[config.mk]
export PLATFORM = sky130hd
export DESIGN_NAME = blk_f555b9_flat
export DESIGN_NICKNAME = d
export VERILOG_FILES = /design/src/rtl/blk_f555b9_if.sv /design/src/rtl/blk_f555b9.sv /design/src/flat_wrapper.sv
export SDC_FILE = /design/constraint.sdc
export NUM_CORES = 1
export LEC_CHECK = 0
export ABC_AREA = 1
export CORE_UTILIZATION = 31
export DETAILED_ROUTE_END_ITERATION = 16
export PLACE_DENSITY = 0.59
export SLEW_MARGIN = 20
export SYNTH_ARGS = -nofsm -noshare
export SYNTH_HDL_FRONTEND = slang
export SYNTH_SLANG_ARGS = --single-unit
[constraint.sdc]
create_clock -name prog_clk -period 2 [get_ports prog_clk]
set_input_delay 0.4 -clock prog_clk [delete_from_list [all_inputs] [get_ports prog_clk]]
set_output_delay 0.4 -clock prog_clk [all_outputs]
set_load 0.005 [all_outputs]
[src/rtl/blk_f555b9_if.sv]
// blk_f555b9_if: configuration-chain bus for the constant generator.
// Carries cfg_err only when CONST_GEN_PARITY_EN is defined.
interface blk_f555b9_if #(
    parameter int NUM_CH = 4,
    parameter int WIDTH  = 1
);
    logic                    config_enable;
    logic                    ccff_head;
    logic                    ccff_tail;
    logic [NUM_CH*WIDTH-1:0] const_out;
    logic                    cfg_done;
`ifdef CONST_GEN_PARITY_EN
    logic                    cfg_err;
    modport master (output config_enable, ccff_head, input ccff_tail, const_out, cfg_done, cfg_err);
    modport slave  (input config_enable, ccff_head, output ccff_tail, const_out, cfg_done, cfg_err);
`else
    modport master (output config_enable, ccff_head, input ccff_tail, const_out, cfg_done);
    modport slave  (input config_enable, ccff_head, output ccff_tail, const_out, cfg_done);
`endif
endinterface

[src/rtl/blk_f555b9.sv]
// blk_f555b9: multi-channel constant driver loaded serially, committed atomically.
// Optional CONST_GEN_PARITY_EN appends an even-parity bit to the chain and adds cfg_err.
module blk_f555b9 #(
    parameter int NUM_CH  = 4,
    parameter int WIDTH   = 1,
    parameter bit RST_ONE = 1'b1
) (
    input logic        prog_clk,
    input logic        pReset,
    blk_f555b9_if.slave bus
);
    localparam int N = NUM_CH * WIDTH;
`ifdef CONST_GEN_PARITY_EN
    localparam int L = N + 1;
`else
    localparam int L = N;
`endif
    localparam int CW = $clog2(L + 1);
    typedef enum logic [1:0] {IDLE, SHIFT, COMMIT, DONE} state_t;
    state_t        state_q;
    logic [L-1:0]  sreg_q;
    logic [CW-1:0] count_q, count_d;
    logic [N-1:0]  const_q;
    logic          done_q, par_ok;
    // A new load restarts the count from any state other than SHIFT.
    assign count_d = state_q == SHIFT ? count_q + 1'b1 : CW'(1);
`ifdef CONST_GEN_PARITY_EN
    logic err_q;
    assign par_ok = ~^sreg_q;
    assign bus.cfg_err = err_q;
`else
    assign par_ok = 1'b1;
`endif
    assign bus.ccff_tail = sreg_q[L-1];
    assign bus.const_out = const_q;
    assign bus.cfg_done  = done_q;
    always_ff @(posedge prog_clk or posedge pReset) begin
        if (pReset) begin
            state_q <= IDLE;
            sreg_q  <= '0;
            count_q <= '0;
            const_q <= {N{RST_ONE}};
            done_q  <= 1'b0;
`ifdef CONST_GEN_PARITY_EN
            err_q   <= 1'b0;
`endif
        end else if (state_q == COMMIT) begin
            state_q <= par_ok ? DONE : IDLE;
            done_q  <= par_ok;
            if (par_ok) const_q <= sreg_q[L-1 -: N];
`ifdef CONST_GEN_PARITY_EN
            err_q   <= !par_ok;
`endif
        end else if (bus.config_enable) begin
            sreg_q  <= (sreg_q << 1) | L'(bus.ccff_head);
            count_q <= count_d;
            state_q <= count_d == CW'(L) ? COMMIT : SHIFT;
            done_q  <= 1'b0;
`ifdef CONST_GEN_PARITY_EN
            err_q   <= 1'b0;
`endif
        end
    end
endmodule

[src/flat_wrapper.sv]
// flat-port wrapper written by rule: the top's interface ports become plain ports
module blk_f555b9_flat 
#(
    parameter int NUM_CH  = 4,
    parameter int WIDTH   = 1,
    parameter bit RST_ONE = 1'b1
)
  (prog_clk, pReset, bus_config_enable, bus_ccff_head, bus_ccff_tail, bus_const_out, bus_cfg_done);
  blk_f555b9_if #(.NUM_CH(NUM_CH), .WIDTH(WIDTH)) bus_i ();
  input logic prog_clk;
  input logic pReset;
  input wire logic [$bits(bus_i.config_enable)-1:0] bus_config_enable;
  input wire logic [$bits(bus_i.ccff_head)-1:0] bus_ccff_head;
  output wire logic [$bits(bus_i.ccff_tail)-1:0] bus_ccff_tail;
  output wire logic [$bits(bus_i.const_out)-1:0] bus_const_out;
  output wire logic [$bits(bus_i.cfg_done)-1:0] bus_cfg_done;
  assign bus_i.config_enable = bus_config_enable;
  assign bus_i.ccff_head = bus_ccff_head;
  assign bus_ccff_tail = bus_i.ccff_tail;
  assign bus_const_out = bus_i.const_out;
  assign bus_cfg_done = bus_i.cfg_done;
  blk_f555b9 #(.NUM_CH(NUM_CH), .WIDTH(WIDTH), .RST_ONE(RST_ONE)) u_core (.prog_clk(prog_clk), .pReset(pReset), .bus(bus_i));
endmodule
==> results of run 1 <==
[layer usage]
layer | global-route usage, % | wire (um)
met1 | 15.1 | 500
met2 | 16.7 | 458
met3 | 2.31 | 38
met4 | 6.86 | 0
met5 | 0 | 0
[stage by stage]
step	cell area (um^2)	hold WS, ps
final	792	441
after floorplan	634	286
after CTS	792	458
after global routing	792	491
after detailed placement	756	455
after global placement	756	452
[path summary, 6_finish.rpt]
check | startpoint | end | depth (start not counted)
max in group asynchronous | pReset | u_core.bus.const_out[3] | 2
worst min-delay path | pReset | u_core.sreg_q[1] | 2
worst min register to register | u_core.bus.const_out[3] | u_core.bus.const_out[3] | 2
worst max-delay path | u_core.bus.const_out[1] | bus_const_out[1] | 1
min in group prog_clk | u_core.bus.const_out[3] | u_core.bus.const_out[3] | 2
worst max register to register | u_core.count_q[0] | u_core.state_q[0] | 5
[flip-flops by register name, summed over array words and instances, names as in the netlist]
| signal | count |
|---|---|
| u_core.sreg_q | 4 |
| u_core.count_q | 3 |
| u_core.bus.const_out | 4 |
| u_core.state_q | 2 |
| u_core.bus.cfg_done | 1 |
[final cells by class]
type	instances	share of cell area [%]
inverters	9	5.21
well taps	25	3.95
multi-input cells	42	30.0
repair buffers	9	11.4
flip-flops and latches	14	44.9
clock buffers	4	4.58
[synth_stat cells]
master,number,area [um^2]
nor2_8,1,20.0
inv_2,1,3.75
inv_6,1,8.76
dfstp_2,4,105
inv_4,1,6.26
ha_1,1,12.5
nand3_2,1,10.0
o21ai_2,2,17.5
inv_1,6,22.5
a21oi_2,2,17.5
nand2_1,20,75.1
o21ai_1,6,30.0
nor2_1,3,11.3
nand3_1,2,10.0
nor3_1,1,5.00
nor2_4,2,22.5
dfrtp_1,10,250
nand2_2,1,6.26
[cells by family after synthesis]
group	share of synthesized area, %
AOI/OAI and AO/OA	10.3
adders and majority gates	1.97
buffers and inverters	6.51
DFF	56.0
and+or+nand+nor	25.2
[power breakdown]
part,switching [mW],leakage (nW),internal (mW)
clock,0.0942,0.0210,0.111
sequential,0.0574,0.165,0.405
combinational,0.181,0.174,0.179
==> impl_results.md, run 1 <==
* Pwr Total at ~1 mW
* Yosys warns at 0
* PnR worst setup slack at 296 ps
* Slowest CP cell: dfstp_2
* Data arrival, critical path at about 1300 ps
* DR iter-0 viols at 5
* Non-filler cells, final at ~100
* Post-DR wirelength/cell at just under 10 um
* Routability cong. at 0.716
* Fin util at 43.5%
* VDD IR max at roughly 0.00060 V
* Clock latency on the worst-skew pair at about 280 ps
* CTS sink cnt at 14
* First-pass DRT Iterations at 4
* Max H-tree Level at 1
* Setup total negative slack at 0 ps
* Crit-path cells: clkdlybuf4s50_1
* Starting Density at a little over a third
* Placement Setup Slack at between 400 and 500 ps
* Multi-input gate area at ~240 um^2
* Share of layout cells above drive strength 1 at ~26%
* Number of remaining DRC errors at 0
* Fin. max-slew vios at 0
* R2R Setup Slk at between 800 and 900 ps
* Die W at 47.2 um
* CP required at between 1500 and 2000 ps
* CTS clk-pin slew, worst paths at approximately 90 ps
* Number of global-route vias before repair at around 420
* Cts hold-fix bufs at 0
* Dpl cells at 99
* HPWL Detailed at 767 um
* Slew @ Worst Pin at around 510 ps
* CP max FO at 2
* Setup-failing EPs final at 0
* Num CTS Buffers at 3
* Worst setup EP type: primary output
* Crit Path Category: register to primary output
* Critical path buffers and inverters at 1
* Vias per cell at 4.24
* Routed vias at approximately 440
* Number of synthesized register bits at 14
* FP Rows at 15
* Global-route wire length before repair at approximately 1.7 mm
* # fillers at ~190
* Die height at 47.2 um
* Fin nets at between 80 and 90
* Cts repair resizes at 0
* Most frequent cells in the layout: nand2_1, dfrtp_1, clkdlybuf4s50_1
* CTS max path bufs at 2
* Worst Hold Class: input pin to asynchronous set/reset pin
* Gr usage total at between 10% and 20%
* Global route total overflow at 0
* Core area at between 0.0015 and 0.002 mm^2
* Max cap viols at 0
* Die footprint at around 0.0022 mm^2
* Outcome: finished, final reports clean
* FF+latch area at around 360 um^2
* Total Wirelength at roughly 1000 um
* Slew HR at 65.9%
* Final hold vios at 0
* Post-Synthesis Cells at 65
* Final ANT Viol Nets at 0
* Initial antenna violation count at 0
* Syn-to-layout area delta at 24.9%
* PwrDens at between 1000 and 1500 mW/mm^2
* CP max stage delay at ~540 ps
* Final period util at between 80 and 90%
* CP top delay family: flip-flops
* Seq/Total Area, Yosys at around 56%
* Post-CTS Setup Bufs at 0
* Critical Path Start Type: register
* # IOs at 10
* Syn nets at 70
* RSZ-0062 raised after global routing: false
* Setup Skew at between 4 and 5 ps
* Achievable Freq at 0.587 GHz
* CTS tree: built
* Port buffer count at 9
* Most common cell after layout, fill and taps aside: nand2_1
* Avg Cell Area, Syn at just under 10 um^2
* Syn Std Cell Area at between 600 and 700 um^2
* Leakage at ~0.36 nW
* Antenna cells at 0
* Distinct cells, synth at 18
* CTS Root Cell: clkbuf_4
* Final Critical Period at 1700 ps
* Largest net degree at the start of global routing at 15
No activity file was read; power rests on OpenSTA's default activity.
==> run 2: changes to the inputs <==
--- a/config.mk
+++ b/config.mk
@@ -6,10 +6,11 @@
 export NUM_CORES = 1
 export LEC_CHECK = 0
 export ABC_AREA = 1
-export CORE_UTILIZATION = 31
+export CAP_MARGIN = 20
+export CORE_AREA = 2 2 39 41
 export DETAILED_ROUTE_END_ITERATION = 16
-export PLACE_DENSITY = 0.59
-export SLEW_MARGIN = 20
+export DIE_AREA = 0 0 41 43
+export PLACE_DENSITY = 0.8
 export SYNTH_ARGS = -nofsm -noshare
 export SYNTH_HDL_FRONTEND = slang
 export SYNTH_SLANG_ARGS = --single-unit
==> run 2 against run 1 <==
Sequential power about the same. Core utilization rose by 12 points. Global-route usage grew 4.9 points. Register-to-register slack hardly changed. Clock power down 19%. Fmax shrank 0.16%. Via count rose by 2.1%. First-iteration DRC count grew 40%. Clock skew grew 3.4 ps. Critical path depth unchanged. Power fell by 3.1%. Critical path type unchanged.
==> impl_results.md, run 2 (synthesis results as in run 1) <==
* Core area at approximately 0.0014 mm^2
* CTS Root Cell: clkbuf_4
* Final period util at 85.3%
* Data arrival, critical path at roughly 1300 ps
* CTS tree: built
* Outcome: finished, final reports clean
* Post-DR wirelength/cell at about 11 um
* Critical Path Start Type: register
* Gr usage total at about 16%
* Final ANT Viol Nets at 0
* PwrDens at approximately 1300 mW/mm^2
* CP max stage delay at around 540 ps
* Global route total overflow at 0
* WL met1 at ~440 um
* Met2 routed WL at between 500 and 600 um
* Non-filler cells, final at 94
* HPWL Detailed at ~800 um
* DR iter-0 viols at 7
* Reg2reg path depth at 5
* Most common cell after layout, fill and taps aside: nand2_1
* RSZ-0062 raised after global routing: false
* VDD IR max at about 0.0005 V
* Die height at between 40 and 50 um
* Reg2reg end: u_core.state_q[0]
* Setup Skew at 7.38 ps
* Share of layout cells above drive strength 1 at around a quarter
* Cts hold-fix bufs at 0
* First-pass DRT Iterations at 4
* Global-route wire length before repair at approximately 1.8 mm
* CP required at 1600 ps
* Fin. max-slew vios at 0
* Fin nets at 84
* Routed vias at 446
* Area post-placement at 744 um^2
* Worst setup EP type: primary output
* Uppermost layer routed: met4
* Number of remaining DRC errors at 0
* Routed met3 length at approximately 35 um
* # IOs at 10
* Setup-failing EPs final at 0
* Max cap viols at 0
* Antenna cells at 0
* CTS clk-pin slew, worst paths at 80 ps
* Post-CTS Setup Bufs at 0
* Slew HR at 65.4%
* CTS max path bufs at 2
* Max H-tree Level at 1
* Post-route cell area at 771 um^2
* Die W at slightly above 40 um
* Slowest CP cell: dfstp_2
* Final hold vios at 0
* Final Critical Period at around 1700 ps
* Leakage at approximately 0.35 nW
* Clock latency on the worst-skew pair at 280 ps
* Routability cong. at ~0.78
* Crit Path Category: register to primary output
* FP Rows at 14
* Largest net degree at the start of global routing at 15
* Starting Density at 45.8%
* Dpl cells at 90
* Critical path buffers and inverters at 1
* Setup total negative slack at 0 ps
* Die footprint at 0.00176 mm^2
* Most frequent cells in the layout: nand2_1, dfrtp_1, clkdlybuf4s50_1
* Num CTS Buffers at 3
* Slew @ Worst Pin at between 500 and 600 ps
* CP top delay family: flip-flops
* Pwr Total at between 0.9 and 1 mW
* Launching point of the worst reg2reg path: u_core.count_q[0]
* Worst Hold Class: input pin to asynchronous set/reset pin
* CTS sink cnt at 14
* Number of global-route vias before repair at between 400 and 500
* Crit-path cells: clkdlybuf4s50_1
* Vias per cell at approximately 4.7
* Cts repair resizes at 0
* Total Wirelength at roughly 1.0 mm
* Achievable Freq at ~0.59 GHz
* CP max FO at 2
* Stages on worst setup path at 1
* Syn-to-layout area delta at 21.5%
* Port buffer count at 9
* Initial antenna violation count at 0
* R2R Setup Slk at around 850 ps
run 2: final cells by class:
cell class / instances / area [um^2]
clock buffer: 4 / 26.3
fill: 120 / 613
inverter: 9 / 41.3
multi-input combinational: 42 / 238
sequential: 14 / 355
tap: 16 / 20.0
timing repair buffer: 9 / 90.1
run 2: worst max-delay path by stage:
stage / startpoint / end / slack (ps)
4_1_cts: u_core.bus.const_out[3] / bus_const_out[3] / 280
2_1_floorplan: u_core.count_q[0] / u_core.state_q[0] / 920
3_3_place_gp: bus_config_enable / u_core.count_q[1] / 500
3_5_place_dp: bus_config_enable / u_core.count_q[1] / 490
6_report: u_core.bus.const_out[3] / bus_const_out[3] / 290
5_1_grt: u_core.bus.const_out[3] / bus_const_out[3] / 230
run 2: routing by layer:
| layer | up-vias | track usage (%) |
|---|---|---|
| met4 | 0 | 14.0 |
| met1 | 202 | 19.2 |
| li1 | 230 | - |
| met5 | - | 0 |
| met2 | 9 | 23.4 |
| met3 | 5 | 3.14 |
run 2: stage by stage:
| step | util, % | hold slack (ps) | setup slack, ps |
|---|---|---|---|
| after floorplan | - | 286 | 920 |
| after global placement | 53.8 | 450 | 504 |
| after detailed placement | 53.8 | 462 | 486 |
| after CTS | 55.7 | 461 | 280 |
| after global routing | 55.7 | 493 | 231 |
| final | 55.7 | 443 | 293 |
run 2: power breakdown:
group,total [mW],switching [mW],internal (mW)
Sequential,0.463,0.0582,0.405
Combinational,0.366,0.186,0.180
Clock,0.166,0.0885,0.0775
